===== src/rtl/dct_block_loader.sv =====
//------------------------------------------------------------------------------
// Module  : dct_block_loader
// Purpose : Serial raster pixels -> fixed-point 8x8 block, double-buffered,
//           presented in parallel to the a0..a63 inputs of the DCT2D core.
// Revision: 1.0  initial release
//------------------------------------------------------------------------------
`default_nettype none

module dct_block_loader #(
  parameter int PIX_W       = 8,
  parameter int DATA_W      = 24,
  parameter int FRAC_BITS   = 8,
  parameter int LEVEL_SHIFT = 0
) (
  input  logic                   clk,
  input  logic                   reset,
  input  logic [PIX_W-1:0]       in_pix,
  input  logic                   in_valid,
  input  logic                   in_sob,
  output logic                   in_ready,
  output logic [64*DATA_W-1:0]   out_block,
  output logic                   out_valid,
  input  logic                   out_ready,
  output logic                   sob_err
);

  localparam int INT_W = DATA_W - FRAC_BITS;

  typedef enum logic [1:0] {
    EMPTY   = 2'd0,
    FILLING = 2'd1,
    FULL    = 2'd2
  } bank_state_t;

  bank_state_t       state [2];
  logic [DATA_W-1:0] mem [2][64];
  logic [5:0]        wr_ptr;
  logic              fill_bank;
  logic              out_bank;

  logic [INT_W-1:0]  int_part;
  logic [DATA_W-1:0] sample;
  logic              accept;
  logic              restart;
  logic              complete;
  logic              handshake;
  logic [5:0]        wr_idx;

  // Pixel to fixed point: integer part either zero-extended or centred
  // around zero, then moved above the fractional bits.
  generate
    if (LEVEL_SHIFT != 0) begin : g_level_shift
      localparam logic [PIX_W:0] HALF = {2'b01, {(PIX_W-1){1'b0}}};
      logic [PIX_W:0] centered;
      assign centered = {1'b0, in_pix} - HALF;
      assign int_part = INT_W'($signed(centered));
    end else begin : g_zero_ext
      assign int_part = INT_W'(in_pix);
    end
  endgenerate

  assign sample = DATA_W'(int_part) << FRAC_BITS;

  // Handshake qualifiers. A start-of-block mid-block restarts the bank at
  // index 0, so it can never also be the completing write.
  assign in_ready  = !reset && (state[fill_bank] != FULL);
  assign accept    = in_valid && in_ready;
  assign restart   = accept && in_sob && (wr_ptr != 6'd0);
  assign complete  = accept && !restart && (wr_ptr == 6'd63);
  assign handshake = out_valid && out_ready;
  assign wr_idx    = restart ? 6'd0 : wr_ptr;

  // Sample storage; the fill bank is never FULL while written, so the
  // presented bank is untouched until it is consumed.
  always_ff @(posedge clk) begin
    if (accept) begin
      mem[fill_bank][wr_idx] <= sample;
    end
  end

  // Bank bookkeeping, write pointer and output presentation.
  always_ff @(posedge clk or posedge reset) begin
    if (reset) begin
      state[0]  <= EMPTY;
      state[1]  <= EMPTY;
      wr_ptr    <= 6'd0;
      fill_bank <= 1'b0;
      out_bank  <= 1'b0;
      out_valid <= 1'b0;
      sob_err   <= 1'b0;
    end else begin
      sob_err <= 1'b0;

      if (accept) begin
        if (restart) begin
          wr_ptr           <= 6'd1;
          state[fill_bank] <= FILLING;
          sob_err          <= 1'b1;
        end else if (complete) begin
          wr_ptr           <= 6'd0;
          state[fill_bank] <= FULL;
          fill_bank        <= !fill_bank;
        end else begin
          wr_ptr           <= wr_ptr + 6'd1;
          state[fill_bank] <= FILLING;
        end
      end

      if (handshake) begin
        // Move to the other bank; keep presenting if it is already full or
        // completes on this very edge.
        state[out_bank] <= EMPTY;
        out_bank        <= !out_bank;
        out_valid       <= (state[!out_bank] == FULL) ||
                           (complete && (fill_bank != out_bank));
      end else if (!out_valid && complete) begin
        out_bank  <= fill_bank;
        out_valid <= 1'b1;
      end
    end
  end

  // Parallel read of the presented bank; zero whenever nothing is presented.
  generate
    for (genvar k = 0; k < 64; k++) begin : g_out
      assign out_block[k*DATA_W +: DATA_W] = out_valid ? mem[out_bank][k] : '0;
    end
  endgenerate

endmodule

`default_nettype wire


===== config.mk =====
export PLATFORM = sky130hd
export DESIGN_NAME = dct_block_loader
export DESIGN_NICKNAME = d
export VERILOG_FILES = /design/src/rtl/dct_block_loader.sv
export SDC_FILE = /design/constraint.sdc
export NUM_CORES = 1
export LEC_CHECK = 0
export BUFFER_PORTS_ARGS = -buffer_cell sky130_fd_sc_hd__buf_2
export CAP_MARGIN = 20
export CORE_AREA = 4 4 605 607
export CTS_CLUSTER_SIZE = 25
export DETAILED_ROUTE_END_ITERATION = 8
export DIE_AREA = 0 0 609 611
export GPL_TIMING_DRIVEN = 0
export PLACE_DENSITY = 0.3
export SETUP_SLACK_MARGIN = 0.15
export SLEW_MARGIN = 20
export SYNTH_ARGS = -nofsm -noshare
export SYNTH_HDL_FRONTEND = slang
export SYNTH_SLANG_ARGS = --single-unit

===== constraint.sdc =====
create_clock -name clk -period 9.1 [get_ports clk]
set_clock_uncertainty 0.2 [all_clocks]
set_input_delay 0.91 -clock clk [delete_from_list [all_inputs] [get_ports clk]]
set_output_delay 0.91 -clock clk [all_outputs]
set_load 0.02 [all_outputs]

---- Word level (Yosys, flattened, before mapping) ----
Memories as Yosys holds them, arrays and structs flattened.
Index checks and enable logic that the tools add are counted.
storage, ports and cells
  flip-flop bits (word level) ............. 14
  latch bits .............................. 0
  RAM bits ................................ 1024
  bits in read-only memories .............. 0
  bits of input ports ..................... 13
  output and inout port bits .............. 1539
  memories kept ........................... 1
cells by class
  $add $sub $neg .......................... 1
  $mul .................................... 0
  divide/modulo/power cells ............... 0
  magnitude comparators ................... 7
  equal/unequal tests ..................... 4
  shift-type cells ........................ 0
  muxes and demuxes ....................... 91
  bitwise logic cells ..................... 13
  reductions and logical operators ........ 21
memory list
  name  words  width  rd ports  clocked after memory_dff  wr ports  line  source
  mem   2      512    1         0                         1         36    logic [DATA_W-1:0] mem [2][64];
operators with widths
  cell                                                      number
  2-to-1 mux 24 bit                                         65
  2-to-1 mux 1536 bit                                       1
  demux 24 bit (select 6 bit)                               1
  2-to-1 mux 6 bit                                          3
  2-to-1 mux 2 bit                                          8
  2-to-1 mux 4 bit                                          4
  logical AND 1 bit                                         12
  greater-or-equal comparator 7 bit, second input constant  1
  < comparator 7 x 1 -> 1 bit, second input constant        1
  2-to-1 mux 1 bit                                          7
  NOT 6 -> 7 bit                                            1
  adder 6 x 1 -> 6 bit, second input constant               1
  == test 6 bit, second input constant                      1
  greater-or-equal comparator 2 bit, second input constant  3
  NOT 1 -> 2 bit                                            3
  nonzero test 6 bit                                        1
  logical NOT 1 bit                                         5
  AND 2 bit                                                 2
  AND 4 bit                                                 1
  demux 2 bit (select 1 bit)                                2
  < comparator 2 x 1 -> 1 bit, second input constant        2
  NOT 2 bit                                                 2
  NOT 4 bit                                                 1
  OR 2 bit                                                  2
  7 further kinds                                           7

---- Longest topological paths before layout ----
  depth after elaboration ................. 17
  mapped depth ............................ 8
  mapped depth without buffers ............ 6

---- Worst setup path before layout ----
OpenSTA, ideal clock, no wires.
  path kind ............................... input -> register
  from .................................... in reset
  to ...................................... mem mem[1][488] in the netlist's numbering, enable pin
  data arrival time ....................... 2581 ps
  data required time ...................... 8530 ps
  path slack .............................. 5949 ps
  stages on the path ...................... 6
  buffers on the path ..................... 2
  cells stage by stage .................... inv_1 > and3_1 > buf_2 > or3b_2 > clkbuf_1 > nor2_1
on the way
  longest elaborated chain between the ends .. 12
ends and longest elaborated chain
  element                                                                                                 line  source
  start, declared                                                                                         16    input logic reset,
  logical NOT 1 bit (no line) *                                                                           --
  logical AND 1 bit *                                                                                     66    assign in_ready = !reset && (state[fill_bank] != FULL);
  logical AND 1 bit *                                                                                     67    assign accept = in_valid && in_ready;
  logical AND 1 bit (2 in series)                                                                         68    assign restart = accept && in_sob && (wr_ptr != 6'd0);
  2-to-1 mux 6 bit                                                                                        71    assign wr_idx = restart ? 6'd0 : wr_ptr;
  NOT 6 -> 7 bit (implied by the code)                                                                    77    mem[fill_bank][wr_idx] <= sample;
  greater-or-equal comparator 7 bit (implied by the code) or < comparator 7 x 1 -> 1 bit (tied branches)  77
  logical AND 1 bit (implied by the code)                                                                 77
  2-to-1 mux 24 bit (implied by the code)                                                                 77
  demux 24 bit (select 6 bit)                                                                             77
  2-to-1 mux 1536 bit (implied by the code) *                                                             77
  end, declared                                                                                           36
Every way passes the cells marked *; elsewhere a longest branch is shown, timed or not.

---- Final worst setup path ----
  from .................................... reg out_bank
  to ...................................... out out_block[251]
on the way
  longest elaborated chain between the ends .. 2
ends and longest elaborated chain
  element                    line  source
  start, declared            39    logic out_bank;
  start signal, assigned     113   out_bank <= !out_bank;
  start signal, assigned     117   out_bank <= fill_bank;
  memory read (2 x 512 bit)  --
  2-to-1 mux 24 bit          126   assign out_block[k*DATA_W +: DATA_W] = out_valid ? mem[out_bank][k] : '0;
  end, declared              21    output logic [64*DATA_W-1:0] out_block,
No other way between the ends.

==> run summary <==
Slowest cell delay on critical path: 660 ps
Final global-route overflow total: 0
Clk sinks: 1038
Post-synth EDFFs: 1024
Area of the multi-input gates: 13500 µm²
Largest net degree at the start of global routing: 75
Library cells used by synthesis: 49
Register area share after synthesis: 63.5%
Max clock buf depth: 3
Initial antenna violation count: 24
Iter 0 DRT Violations: 1411
Routed WL per cell: 20.0 µm
Num CTS Buffers: 120
GP Congestion: 0.711
Layout cell share with drive strength beyond 1: 35.1%
First-pass GRT wire length: 261 mm
Setup Crit Path Kind: register to primary output
Cell Area, Synth: 49000 µm²
Detail Route Antenna Nets: 0
Final HPWL DP: 152 mm
Min cycle time layout: 4870 ps
Final Core Density: 18.3%
Fin crit share: 53.6%
Pins Over Slew Limit: 0
Top cell by count, worst path: buf_2
Max Clk Rate: 0.205 GHz
DIE AREA: 372000 µm²
Syn. warnings: 0
Vias: 28700
CTS tree: built
Critical-path cell with the highest stage delay: nor2b_1
Asr flop ratio synth: 1.35%
Residual DRC: 0
Fin. Hold Viols: 0
Total core area: 361000 µm²
Std cell rows: 221
Die Y: 611 µm
Max transition margin: 25.1%
CTS root buffer: clkbuf_16
Leak: 26.2 nW
Area growth syn-to-layout: 35.1%
Most used flip-flop cell after synthesis: edfxtp_1
Ports: 1552
Setup violators final: 0
Routed WL: 202 mm
Hold-fix buffers, CTS: 1
Measured slew at the worst slew-check pin: 1120 ps
Critical Path, Cell by Cell: clkbuf_1, clkbuf_2, buf_2, mux2i_1, nor2b_1, buf_2
Number of port buffers: 526
Max Fanout on Critical Path: 10
GRT Total Usage: 10.3%
VDD IR max: 169 µV
CP required: 7990 ps
Register area: 31100 µm²
Clock latency on the worst-skew pair: 770 ps
Via density: 2.84
CP Launch Type: register
Pwr per Cell Area: 172 nW/µm²
RSZ-0062 raised after global routing: false
Yosys reg bits: 1038
Die X-Extent: 609 µm
Htree depth: 3
CTS clock-pin slew for the worst setup and hold paths: 60 ps
Worst path arrival time: 3760 ps
Initial core utilization: 13.6%
Fill count: 39700
Maxcap violations: 0
Crit path capture type: primary output
Status: complete, no violations
Synth Instances: 3471
Postcts setup bufs: 0
Setup total negative slack: 0 ps
Vias in the first global route: 28300
Pre-antenna DRT Iters: 5
Class of the worst hold path: input pin to register
Final nets: 5189
Post_cts resized: 0
Syn_area_per_cell: 14.1 µm²
==> area by class of cell <==
cell class | count | area share (%)
flip-flops and latches | 1038 | 47.0
plain buffers | 1159 | 12.5
well taps | 4794 | 9.06
repair buffers | 558 | 5.04
clock inverters | 81 | 1.15
clock buffers | 146 | 4.68
multi-input cells | 2290 | 20.4
inverters | 7 | 0.0397
diodes | 14 | 0.0529
==> layout by cell type (no fill, tap or decap), drive strengths merged, types with 14 or more instances in the layout <==
cell type and count:
buf 1643, clkbuf 219, clkinv 63, conb 1024, dfrtp 14, diode 14
edfxtp 1024, mux2i 512, nand4 21, nor2 134, nor2b 516
==> worst max-delay path: cells and delay by family, from the launching register on <==
kind / cells / cell delay, ps
flops: 1 / 320
simple gates: 1 / 660
buf+inv: 4 / 1880
mux: 1 / 120
==> Yosys cell counts (3+ instances only) <==
cell | number | area [µm²]
o22ai_1 | 3 | 18.8
clkbuf_1 | 71 | 267
o21ai_0 | 5 | 25.0
nor2b_1 | 516 | 3230
inv_1 | 7 | 26.3
buf_1 | 3 | 11.3
buf_4 | 1024 | 7690
nand2_1 | 13 | 48.8
and3_1 | 4 | 25.0
o21ai_1 | 3 | 15.0
nor3_1 | 7 | 35.0
dfrtp_1 | 14 | 350
a21oi_1 | 4 | 20.0
edfxtp_1 | 1024 | 30700
buf_2 | 57 | 285
mux2i_1 | 512 | 5120
nor2_1 | 134 | 503
nand3_1 | 9 | 45.0
nand2b_1 | 3 | 18.8
nand4_1 | 18 | 113
a31oi_1 | 3 | 18.8
nand4_2 | 3 | 37.5
==> worst paths after layout <==
| check | to | slack (ps) | from | cells past startpoint |
|---|---|---|---|---|
| hold reg to reg | state[3] | 380 | state[3] | 2 |
| setup / recovery | out_block[251] | 4230 | out_bank | 6 |
| min in group asynchronous | state[0] | 700 | reset | 3 |
| setup reg to reg | mem[0][419] | 4600 | wr_ptr[0] | 7 |
| max in group asynchronous | state[3] | 7540 | reset | 3 |
| hold / removal | state[1] | 170 | out_ready | 2 |
==> state kept, by name (all words and copies together), names as in the netlist <==
name       flops
mem         1024
wr_ptr         6
state          4
fill_bank      1
out_bank       1
out_valid      1
sob_err        1
==> power by group <==
group | internal [mW] | switching [mW]
combinational | 0.419 | 0.886
clock | 2.69 | 2.12
sequential | 5.27 | 0.0132
total | 8.38 | 3.02
==> stage by stage <==
stage	hold slack [ps]	cell area, µm²	instances	worst slack, ps	power [mW]
after detailed placement	372	62300	9844	4110	6.68
after global routing	126	66100	10100	4020	11.9
after CTS	70.8	66100	10100	3950	11.6
final	175	66200	10100	4230	11.4
after global placement	369	61400	9814	3470	6.64
after floorplan	335	52800	4494	5950	6.29
==> per-layer routing <==
metal	vias up	share of wire [%]	track usage, %
met5	-	0.015	0
met4	4	2.7	2.80
met3	201	6.3	2.62
met2	994	54	19.5
met1	13900	37	11.2
li1	13500	-	-
==> kinds of logic (layout without fill, tap and decap cells) <==
logic type | count (synthesis) | in the layout | synth area share [%]
flops | 1038 | 1038 | 63.5
simple gates | 719 | 719 | 8.48
buf+inv | 1166 | 1951 | 17.0
fa+ha+maj | 2 | 2 | 0.0511
xor+xnor | 2 | 2 | 0.0358
other cells | 1 | 1038 | 0.00766
mux | 512 | 512 | 10.5
compound gates | 31 | 31 | 0.496
Power figures use the tool's default switching activity.
